$ cat src/rtl/input_conditioner_if.sv
// Pin-side and core-side signals of the input conditioner, grouped as one bundle.
// master drives the raw pins and observes the cleaned outputs; slave is the conditioner.
// WIDTH must match the WIDTH of the input_conditioner instance it connects to.
interface input_conditioner_if #(
    parameter int WIDTH = 8
);
    logic [WIDTH-1:0] raw_buttons;
    logic             raw_start;
    logic [WIDTH-1:0] buttons;
    logic [WIDTH-1:0] press_pulse;
    logic             start_pulse;
    logic             holdoff_active;

    modport master (
        output raw_buttons,
        output raw_start,
        input  buttons,
        input  press_pulse,
        input  start_pulse,
        input  holdoff_active
    );

    modport slave (
        input  raw_buttons,
        input  raw_start,
        output buttons,
        output press_pulse,
        output start_pulse,
        output holdoff_active
    );
endinterface

$ cat src/rtl/input_conditioner.sv
// Purpose: synchronise + debounce WIDTH buttons and a start pin; emit press pulses and a hold-off protected start pulse.
// Latency: raw edge first sampled at E0 -> clean level / pulse registered at edge E0+DEBOUNCE+1.
// Backpressure: none; free-running sampler, outputs are registered levels/pulses consumed every cycle.
module input_conditioner #(
    parameter int WIDTH    = 8,   // number of main button channels
    parameter int DEBOUNCE = 4,   // consecutive differing cycles to change a clean level, 1..255
    parameter int HOLDOFF  = 16   // cycles after a start pulse that ignore new starts, 0..65535
) (
    input  logic               clock,
    input  logic               reset,
    input_conditioner_if.slave io
);

    // Channels 0..WIDTH-1 are the buttons, channel WIDTH is the start pin.
    localparam int NCH = WIDTH + 1;
    localparam int SCH = WIDTH;

    localparam int              CW       = $clog2(DEBOUNCE + 1);
    localparam logic [CW-1:0]   CNT_LAST = CW'(DEBOUNCE - 1);

    // Hold-off counter needs at least one bit even when HOLDOFF is 0.
    localparam int              HW        = (HOLDOFF > 0) ? $clog2(HOLDOFF + 1) : 1;
    localparam logic [HW-1:0]   HOLD_LOAD = HW'(HOLDOFF);
    localparam bit              HOLD_EN   = (HOLDOFF > 0);

    logic [NCH-1:0]   w_raw;
    logic [NCH-1:0]   r_sync1;
    logic [NCH-1:0]   r_sync2;
    logic [NCH-1:0]   r_clean;
    logic [CW-1:0]    r_cnt [NCH];
    logic [NCH-1:0]   w_accept;
    logic [NCH-1:0]   w_rise;
    logic [WIDTH-1:0] r_press;
    logic             w_start_fire;
    logic             r_start_pulse;
    logic             r_hold_active;
    logic [HW-1:0]    r_hold_cnt;

    assign w_raw = {io.raw_start, io.raw_buttons};

    // Two-flop synchroniser on every raw pin; nothing downstream sees r_sync1.
    always_ff @(posedge clock or posedge reset) begin
        if (reset) begin
            r_sync1 <= '0;
            r_sync2 <= '0;
        end else begin
            r_sync1 <= w_raw;
            r_sync2 <= r_sync1;
        end
    end

    // A channel flips its clean level on the DEBOUNCE-th consecutive mismatching cycle.
    always_comb begin
        w_accept = '0;
        for (int ch = 0; ch < NCH; ch++) begin
            w_accept[ch] = (r_sync2[ch] != r_clean[ch]) && (r_cnt[ch] == CNT_LAST);
        end
    end

    // Only 0->1 acceptances generate pulses; releases are debounced but silent.
    assign w_rise = w_accept & r_sync2;

    // Debounce counters: any agreeing cycle restarts the count, so short glitches leave clean untouched.
    always_ff @(posedge clock or posedge reset) begin
        if (reset) begin
            for (int ch = 0; ch < NCH; ch++) begin
                r_cnt[ch] <= '0;
            end
            r_clean <= '0;
        end else begin
            for (int ch = 0; ch < NCH; ch++) begin
                if (r_sync2[ch] == r_clean[ch]) begin
                    r_cnt[ch] <= '0;
                end else if (r_cnt[ch] == CNT_LAST) begin
                    r_clean[ch] <= r_sync2[ch];
                    r_cnt[ch]   <= '0;
                end else begin
                    r_cnt[ch] <= r_cnt[ch] + 1'b1;
                end
            end
        end
    end

    // Press pulses are registered on the same edge that raises the clean level.
    always_ff @(posedge clock or posedge reset) begin
        if (reset) begin
            r_press <= '0;
        end else begin
            r_press <= w_rise[WIDTH-1:0];
        end
    end

    // A clean start rise is honoured only when the hold-off window has fully expired.
    assign w_start_fire = w_rise[SCH] && (r_hold_cnt == '0);

    // Start pulse and hold-off window; rises inside the window are dropped, not queued.
    always_ff @(posedge clock or posedge reset) begin
        if (reset) begin
            r_start_pulse <= 1'b0;
            r_hold_cnt    <= '0;
            r_hold_active <= 1'b0;
        end else begin
            r_start_pulse <= w_start_fire;
            if (w_start_fire) begin
                r_hold_cnt    <= HOLD_LOAD;
                r_hold_active <= HOLD_EN;
            end else if (r_hold_cnt != '0) begin
                r_hold_cnt    <= r_hold_cnt - 1'b1;
                // Track the post-decrement value so the flag drops on the edge the count hits 0.
                r_hold_active <= (r_hold_cnt != HW'(1));
            end
        end
    end

    assign io.buttons        = r_clean[WIDTH-1:0];
    assign io.press_pulse    = r_press;
    assign io.start_pulse    = r_start_pulse;
    assign io.holdoff_active = r_hold_active;

endmodule

$ cat src/flat_wrapper.sv
// flat-port wrapper written by rule: the top's interface ports become plain ports
module input_conditioner_flat 
#(
    parameter int WIDTH    = 8,                                    
    parameter int DEBOUNCE = 4,                                                                  
    parameter int HOLDOFF  = 16                                                                 
)
  (clock, reset, io_raw_buttons, io_raw_start, io_buttons, io_press_pulse, io_start_pulse, io_holdoff_active);
  input_conditioner_if #(.WIDTH(WIDTH)) io_i ();
  input  logic clock;
  input  logic reset;
  input wire logic [$bits(io_i.raw_buttons)-1:0] io_raw_buttons;
  input wire logic [$bits(io_i.raw_start)-1:0] io_raw_start;
  output wire logic [$bits(io_i.buttons)-1:0] io_buttons;
  output wire logic [$bits(io_i.press_pulse)-1:0] io_press_pulse;
  output wire logic [$bits(io_i.start_pulse)-1:0] io_start_pulse;
  output wire logic [$bits(io_i.holdoff_active)-1:0] io_holdoff_active;
  assign io_i.raw_buttons = io_raw_buttons;
  assign io_i.raw_start = io_raw_start;
  assign io_buttons = io_i.buttons;
  assign io_press_pulse = io_i.press_pulse;
  assign io_start_pulse = io_i.start_pulse;
  assign io_holdoff_active = io_i.holdoff_active;
  input_conditioner #(.WIDTH(WIDTH), .DEBOUNCE(DEBOUNCE), .HOLDOFF(HOLDOFF)) u_core (.clock(clock), .reset(reset), .io(io_i));
endmodule
$ cat config.mk
export PLATFORM = sky130hd
export DESIGN_NAME = input_conditioner_flat
export DESIGN_NICKNAME = d
export VERILOG_FILES = /design/src/rtl/input_conditioner_if.sv /design/src/rtl/input_conditioner.sv /design/src/flat_wrapper.sv
export SDC_FILE = /design/constraint.sdc
export NUM_CORES = 1
export LEC_CHECK = 0
export ABC_AREA = 1
export CELL_PAD_IN_SITES_DETAIL_PLACEMENT = 0
export CELL_PAD_IN_SITES_GLOBAL_PLACEMENT = 2
export CORE_ASPECT_RATIO = 1.25
export CORE_MARGIN = 2
export CORE_UTILIZATION = 36
export CTS_CLUSTER_SIZE = 20
export DETAILED_ROUTE_END_ITERATION = 16
export GPL_ROUTABILITY_DRIVEN = 0
export PLACE_DENSITY_LB_ADDON = 0.1
export SLEW_MARGIN = 20
export SYNTH_ARGS = -nofsm -noshare
export SYNTH_HDL_FRONTEND = slang
export SYNTH_SLANG_ARGS = --single-unit
$ cat constraint.sdc
create_clock -name clock -period 2.7 [get_ports clock]
set_clock_uncertainty 0.1 [all_clocks]
set_input_delay 0.54 -clock clock [delete_from_list [all_inputs] [get_ports clock]]
set_output_delay 0.54 -clock clock [all_outputs]
set_load 0.01 [all_outputs]
==> metrics.txt, run 1 <==
endpoint class of the critical path=output port; max_slew headroom=61.4%; Core Rows=34; Synth cell types=16; Max Cap Viol=0; CP Buf/Inv Count=1; Pwr Total=2.96 mW; die width=between 80 and 90 microns; Final HPWL DP=2450 microns; actual slew at the worst max-slew pin=about 0.58 ns; Routed WL=3600 microns; hold path depth=0; post-layout min period=around 1.9 ns; Initial Utilization=37.3%; Synth Warn #=0; Slew Limit Fails=0; cell area power density=about 940 mW/mm^2; CTS resizes=0; Diodes inserted=0; drt initial violations=54; Num CTS Buffers=9; gr usage total=between 10% and 20%; via count=1499; top-count cell post-synth=dfrtp_1; GR Overflow Total=0; vias in the first global route=1415; CTS root buffer=clkbuf_8; Reg2Reg Depth=9; Synth Net Count=254; drt pass-1 iters=4; Netlist Area Pre-Place=between 0.002 and 0.003 sq mm; Crit path max-delay family=buffers and inverters; synth-to-layout area growth=19.6%; setup repair after global routing missed its margin=no; share of layout cells above drive strength 1=8.61%; Worst-Skew Late Latency=0.33 ns; Crit-path slowest cell=clkdlybuf4s50_1; clk buf depth=2; synthesis-stage register bit count=69; WL per Instance=10.1 microns; fraction of registers with async set/reset=100%; largest cells by area after synthesis=dfrtp_1, ha_1, nand2_1; Max Fclk=between 500 and 600 MHz; IO buf count=28; Final Hold Viols=0; H-tree depth=3; Arr. time, crit path=1.29 ns; HP Class=reg2reg; Synth Flop Type=dfrtp_1; DR vias/cell=4.20; critical path type=reg2out; CTS Hold Buffers Added=0; CTS sink count=69; Synth top cells by count=dfrtp_1, nand2_1, inv_1, nor3_1, nor2_1; sequential share of the synthesized area=between 60% and 70%; critical path's largest stage delay=0.56 ns; Final ANT Viol Nets=0; final net count=about 290; drt drc=0; DIE HEIGHT=between 90 and 100 microns; first-pass GRT wire length=6280 microns; VDD IR max=approximately 0.33 mV; Total Die Area=approximately 0.0080 sq mm; RR Startpoint=u_core.r_hold_cnt[0]$_DFFE_PP0P_; ratio of final minimum period to clock period=71.6%; final setup fails=0; R2R Setup Slk=1.30 ns; CP required=2.06 ns; Synth top area share=roughly two thirds; postcts setup bufs=0; Worst Hold End=u_core.r_sync2[2]$_DFF_PP0_; largest net degree at the start of global routing=47; Min-Delay Startpoint=u_core.r_sync1[2]$_DFF_PP0_; crit path max fanout=4; Mapped Cells=~230; antenna violations before repair=0; Post-synth EDFFs=0; Mean Syn Cell Area=11.3 sq um; core area=0.00702 sq mm; LEAKAGE=1.52 nW; area leader, netlist=dfrtp_1; status=completed; CTS tree=built; Reg clk slew, reported paths=about 0.06 ns; Worst setup SP type=flip-flop; crit-path cells=clkdlybuf4s50_1; FF-to-FF End=u_core.r_hold_cnt[4]$_DFFE_PP0P_; setup_tns=0 ns; I/O pin cnt=29
## cell usage in the layout, fill, tap and decap left out
master and n:
buf_4 2, clkbuf_1 1, clkbuf_8 11, clkdlybuf4s50_1 28
clkinv_2 2, dfrtp_1 69, ha_1 12, inv_1 33
inv_2 3, nand2_1 39, nand2_4 1, nand3_1 3
nor2_1 14, nor2_2 1, nor2_4 3, nor3_1 18
nor3b_1 7, o21ai_0 9, o21ai_1 1, xnor2_1 10
## registers in the layout (all words and copies together), names as in the netlist
register / count
u_core.io.start_pulse: 1
u_core.r_sync2: 9
u_core.r_clean: 9
u_core.r_hold_cnt: 5
u_core.r_cnt: 27
u_core.io.press_pulse: 8
u_core.r_sync1: 9
u_core.io.holdoff_active: 1
## routing by layer
layer / up-vias / share of wire [%] / track usage (%)
li1: 781 / - / -
met1: 685 / 51 / 13.7
met2: 24 / 42 / 14.7
met3: 9 / 4.0 / 3.27
met4: 0 / 2.9 / 7.43
met5: - / 0 / 0
## worst max path at each step
| stage | startpoint | to | cells after the start |
|---|---|---|---|
| after floorplan | reset | u_core.io.holdoff_active$_DFFE_PP0P_ | 1 |
| after detailed placement | reset | u_core.r_clean[6]$_DFFE_PP0P_ | 3 |
| after CTS | u_core.r_clean[7]$_DFFE_PP0P_ | io_buttons[7] | 1 |
| after global routing | u_core.r_clean[2]$_DFFE_PP0P_ | io_buttons[2] | 1 |
| final | u_core.r_clean[1]$_DFFE_PP0P_ | io_buttons[1] | 1 |
| after global placement | reset | u_core.r_clean[6]$_DFFE_PP0P_ | 3 |
## power breakdown
| group | internal (mW) | switching, mW | total, mW |
|---|---|---|---|
| Combinational | 0.387 | 0.413 | 0.800 |
| Sequential | 1.27 | 0.166 | 1.44 |
| Clock | 0.371 | 0.348 | 0.719 |
## through the flow
stage                     hold WS, ns  util (%)  cell area, sq um  setup WS (ns)  cells
final                           0.251      44.6              3130          0.767    357
after global routing            0.258      44.6              3130          0.706    357
after CTS                       0.252      44.6              3130          0.742    357
after detailed placement        0.236      42.2              2970           1.11    343
after global placement          0.233      42.2              2970           1.10    343
after floorplan                 0.231         -              2620          0.320    231
## layout make-up
class | instances | area (sq um)
clock inverters | 2 | 10.0
well taps | 90 | 113
repair buffers | 30 | 295
flip-flops and latches | 69 | 1730
clock buffers | 12 | 155
multi-input cells | 118 | 696
inverters | 36 | 135
fillers | 686 | 3890
## kinds of logic (layout without fill, tap and decap cells)
family | count (synthesis) | count (layout) | synth area share [%]
AND/OR/NAND/NOR | 86 | 86 | 15.6
flip-flops | 69 | 69 | 66.0
buffers and inverters | 44 | 80 | 7.46
adder cells (fa/ha/maj) | 12 | 12 | 5.74
AO/OA/AOI/OAI | 10 | 10 | 1.91
XOR/XNOR | 10 | 10 | 3.35
No activity file was read; power rests on OpenSTA's default activity.
==> run 2: changes to the inputs <==
Clock period 2.7 ns to 1.8 ns, I/O delays scaled along.
==> run 2 against run 1 <==
Global-route usage is 0.39 points higher. Clock power is 61% higher. Critical path type unchanged. Critical endpoint is now io_buttons[2]. First-iteration DRC count is 1.9% higher.
==> metrics.txt, run 2 (same netlist as run 1, synthesis figures left out) <==
Max Fclk=575 MHz; most frequent cells in the layout=dfrtp_1, nand2_1, inv_1, clkdlybuf4s50_1, nor3_1; cell area power density=1430 mW/mm^2; post-layout min period=about 1.7 ns; share of layout cells above drive strength 1=9.96%; LEAKAGE=1.58 nW; WL met2=between 1500 and 2000 microns; max FFs per register=27; actual slew at the worst max-slew pin=0.351 ns; Diodes inserted=0; via count=roughly 1500; Top Layer Used=met4; Pwr Total=around 4.6 mW; IO buf count=28; CTS sink count=between 60 and 70; Final HPWL DP=2470 microns; Most flops, register=u_core.r_cnt; Num CTS Buffers=9; die width=80.3 microns; setup repair after global routing missed its margin=no; VDD IR max=around 0.71 mV; final net count=290; Worst setup SP type=flip-flop; CTS tree=built; commonest non-fill, non-tap cell in the layout=dfrtp_1; H-tree depth=3; Crit-path slowest cell=clkdlybuf4s50_1; Initial Utilization=37.3%; gr usage total=10.9%; Arr. time, crit path=1.28 ns; Max Cap Viol=0; DIE HEIGHT=slightly below 100 microns; endpoint class of the critical path=output port; setup_tns=0 ns; CP required=1.34 ns; Reg clk slew, reported paths=0.07 ns; final setup fails=0; drt drc=0; metal3 WL=146 microns; CP Buf/Inv Count=1; WL per Instance=roughly 10 microns; clk buf depth=2; Core Rows=34; Crit path max-delay family=buffers and inverters; largest net degree at the start of global routing=70; Final Hold Viols=0; Routed WL=3640 microns; status=completed; Slew Limit Fails=0; Worst-Skew Late Latency=0.33 ns; critical path type=reg2out; Total Die Area=around 0.008 sq mm; critical path's largest stage delay=0.55 ns; crit-path cells=clkdlybuf4s50_1; drt initial violations=55; max_slew headroom=76.6%; Final ANT Viol Nets=0; core area=~0.007 sq mm; HP Class=reg2reg; antenna violations before repair=0; GR Overflow Total=0; first-pass GRT wire length=6530 microns; crit path max fanout=4; met1 wire length=1670 microns; DR vias/cell=approximately 4.2; CTS root buffer=clkbuf_8; synth-to-layout area growth=21.9%; drt pass-1 iters=4; I/O pin cnt=29; vias in the first global route=1508; ratio of final minimum period to clock period=96.7%
==> run 2: cell types whose count changed in the layout (fill, tap and decap cells not counted) <==
cell / change
bufinv_16: +1
buf_12: +1
buf_4: +2
clkinvlp_4: +2
dlymetal6s2s_1: +3
clkbuf_8: -2
clkinv_2: +1
inv_2: -1
clkdlybuf4s50_1: -3
==> run 2: metal layers <==
metal / vias to the layer above / global-route usage, %
li1: 782 / -
met3: 13 / 3.09
met2: 26 / 16.2
met1: 704 / 13.4
met4: 0 / 7.82
met5: - / 0
==> run 2: path summary, 6_finish.rpt <==
kind                                                        from                               end  slack, ns  cells past startpoint
worst max-delay path               u_core.r_clean[2]$_DFFE_PP0P_                     io_buttons[2]       0.06                      1
worst min-delay path                 u_core.r_sync1[7]$_DFF_PP0_       u_core.r_sync2[7]$_DFF_PP0_       0.25                      0
worst max register to register  u_core.r_hold_cnt[0]$_DFFE_PP0P_  u_core.r_hold_cnt[4]$_DFFE_PP0P_       0.42                      9
worst min register to register       u_core.r_sync1[7]$_DFF_PP0_       u_core.r_sync2[7]$_DFF_PP0_       0.25                      0
max in group asynchronous                                  reset       u_core.r_sync2[0]$_DFF_PP0_       0.95                      3
min in group asynchronous                                  reset       u_core.r_sync1[6]$_DFF_PP0_       0.37                      3
==> run 2: final cells by class <==
cell class / instances / area, sq um
Fill cell: 697 / 3830
Inverter: 36 / 139
Timing Repair Buffer: 33 / 338
Tap cell: 90 / 113
Clock inverter: 5 / 52.6
Sequential cell: 69 / 1730
Clock buffer: 10 / 128
Multi-Input combinational cell: 118 / 696
==> run 2: stage by stage <==
step / hold slack [ns] / instances / utilization [%] / setup slack (ns) / area [sq um]
after CTS: 0.251 / 357 / 44.9 / 0.0136 / 3150
after global routing: 0.259 / 361 / 45.5 / 0.00725 / 3190
after global placement: 0.233 / 342 / 42.4 / 0.401 / 2970
final: 0.248 / 361 / 45.5 / 0.0594 / 3190
after floorplan: 0.231 / 231 / - / 0.519 / 2620
after detailed placement: 0.235 / 342 / 42.4 / 0.387 / 2970
==> run 2: timing repair <==
item	4_1_cts	5_1_grt
setup buffers	0	4
setup endpoints to repair	0	7
hold endpoints to repair	0	0
hold buffers	0	0
gates resized for setup	0	3
==> run 2: where the power goes <==
| part | leakage [nW] | internal (mW) | switching [mW] |
|---|---|---|---|
| combinational | 0.612 | 0.623 | 0.652 |
| sequential | 0.873 | 1.91 | 0.232 |
| clock | 0.0919 | 0.625 | 0.538 |
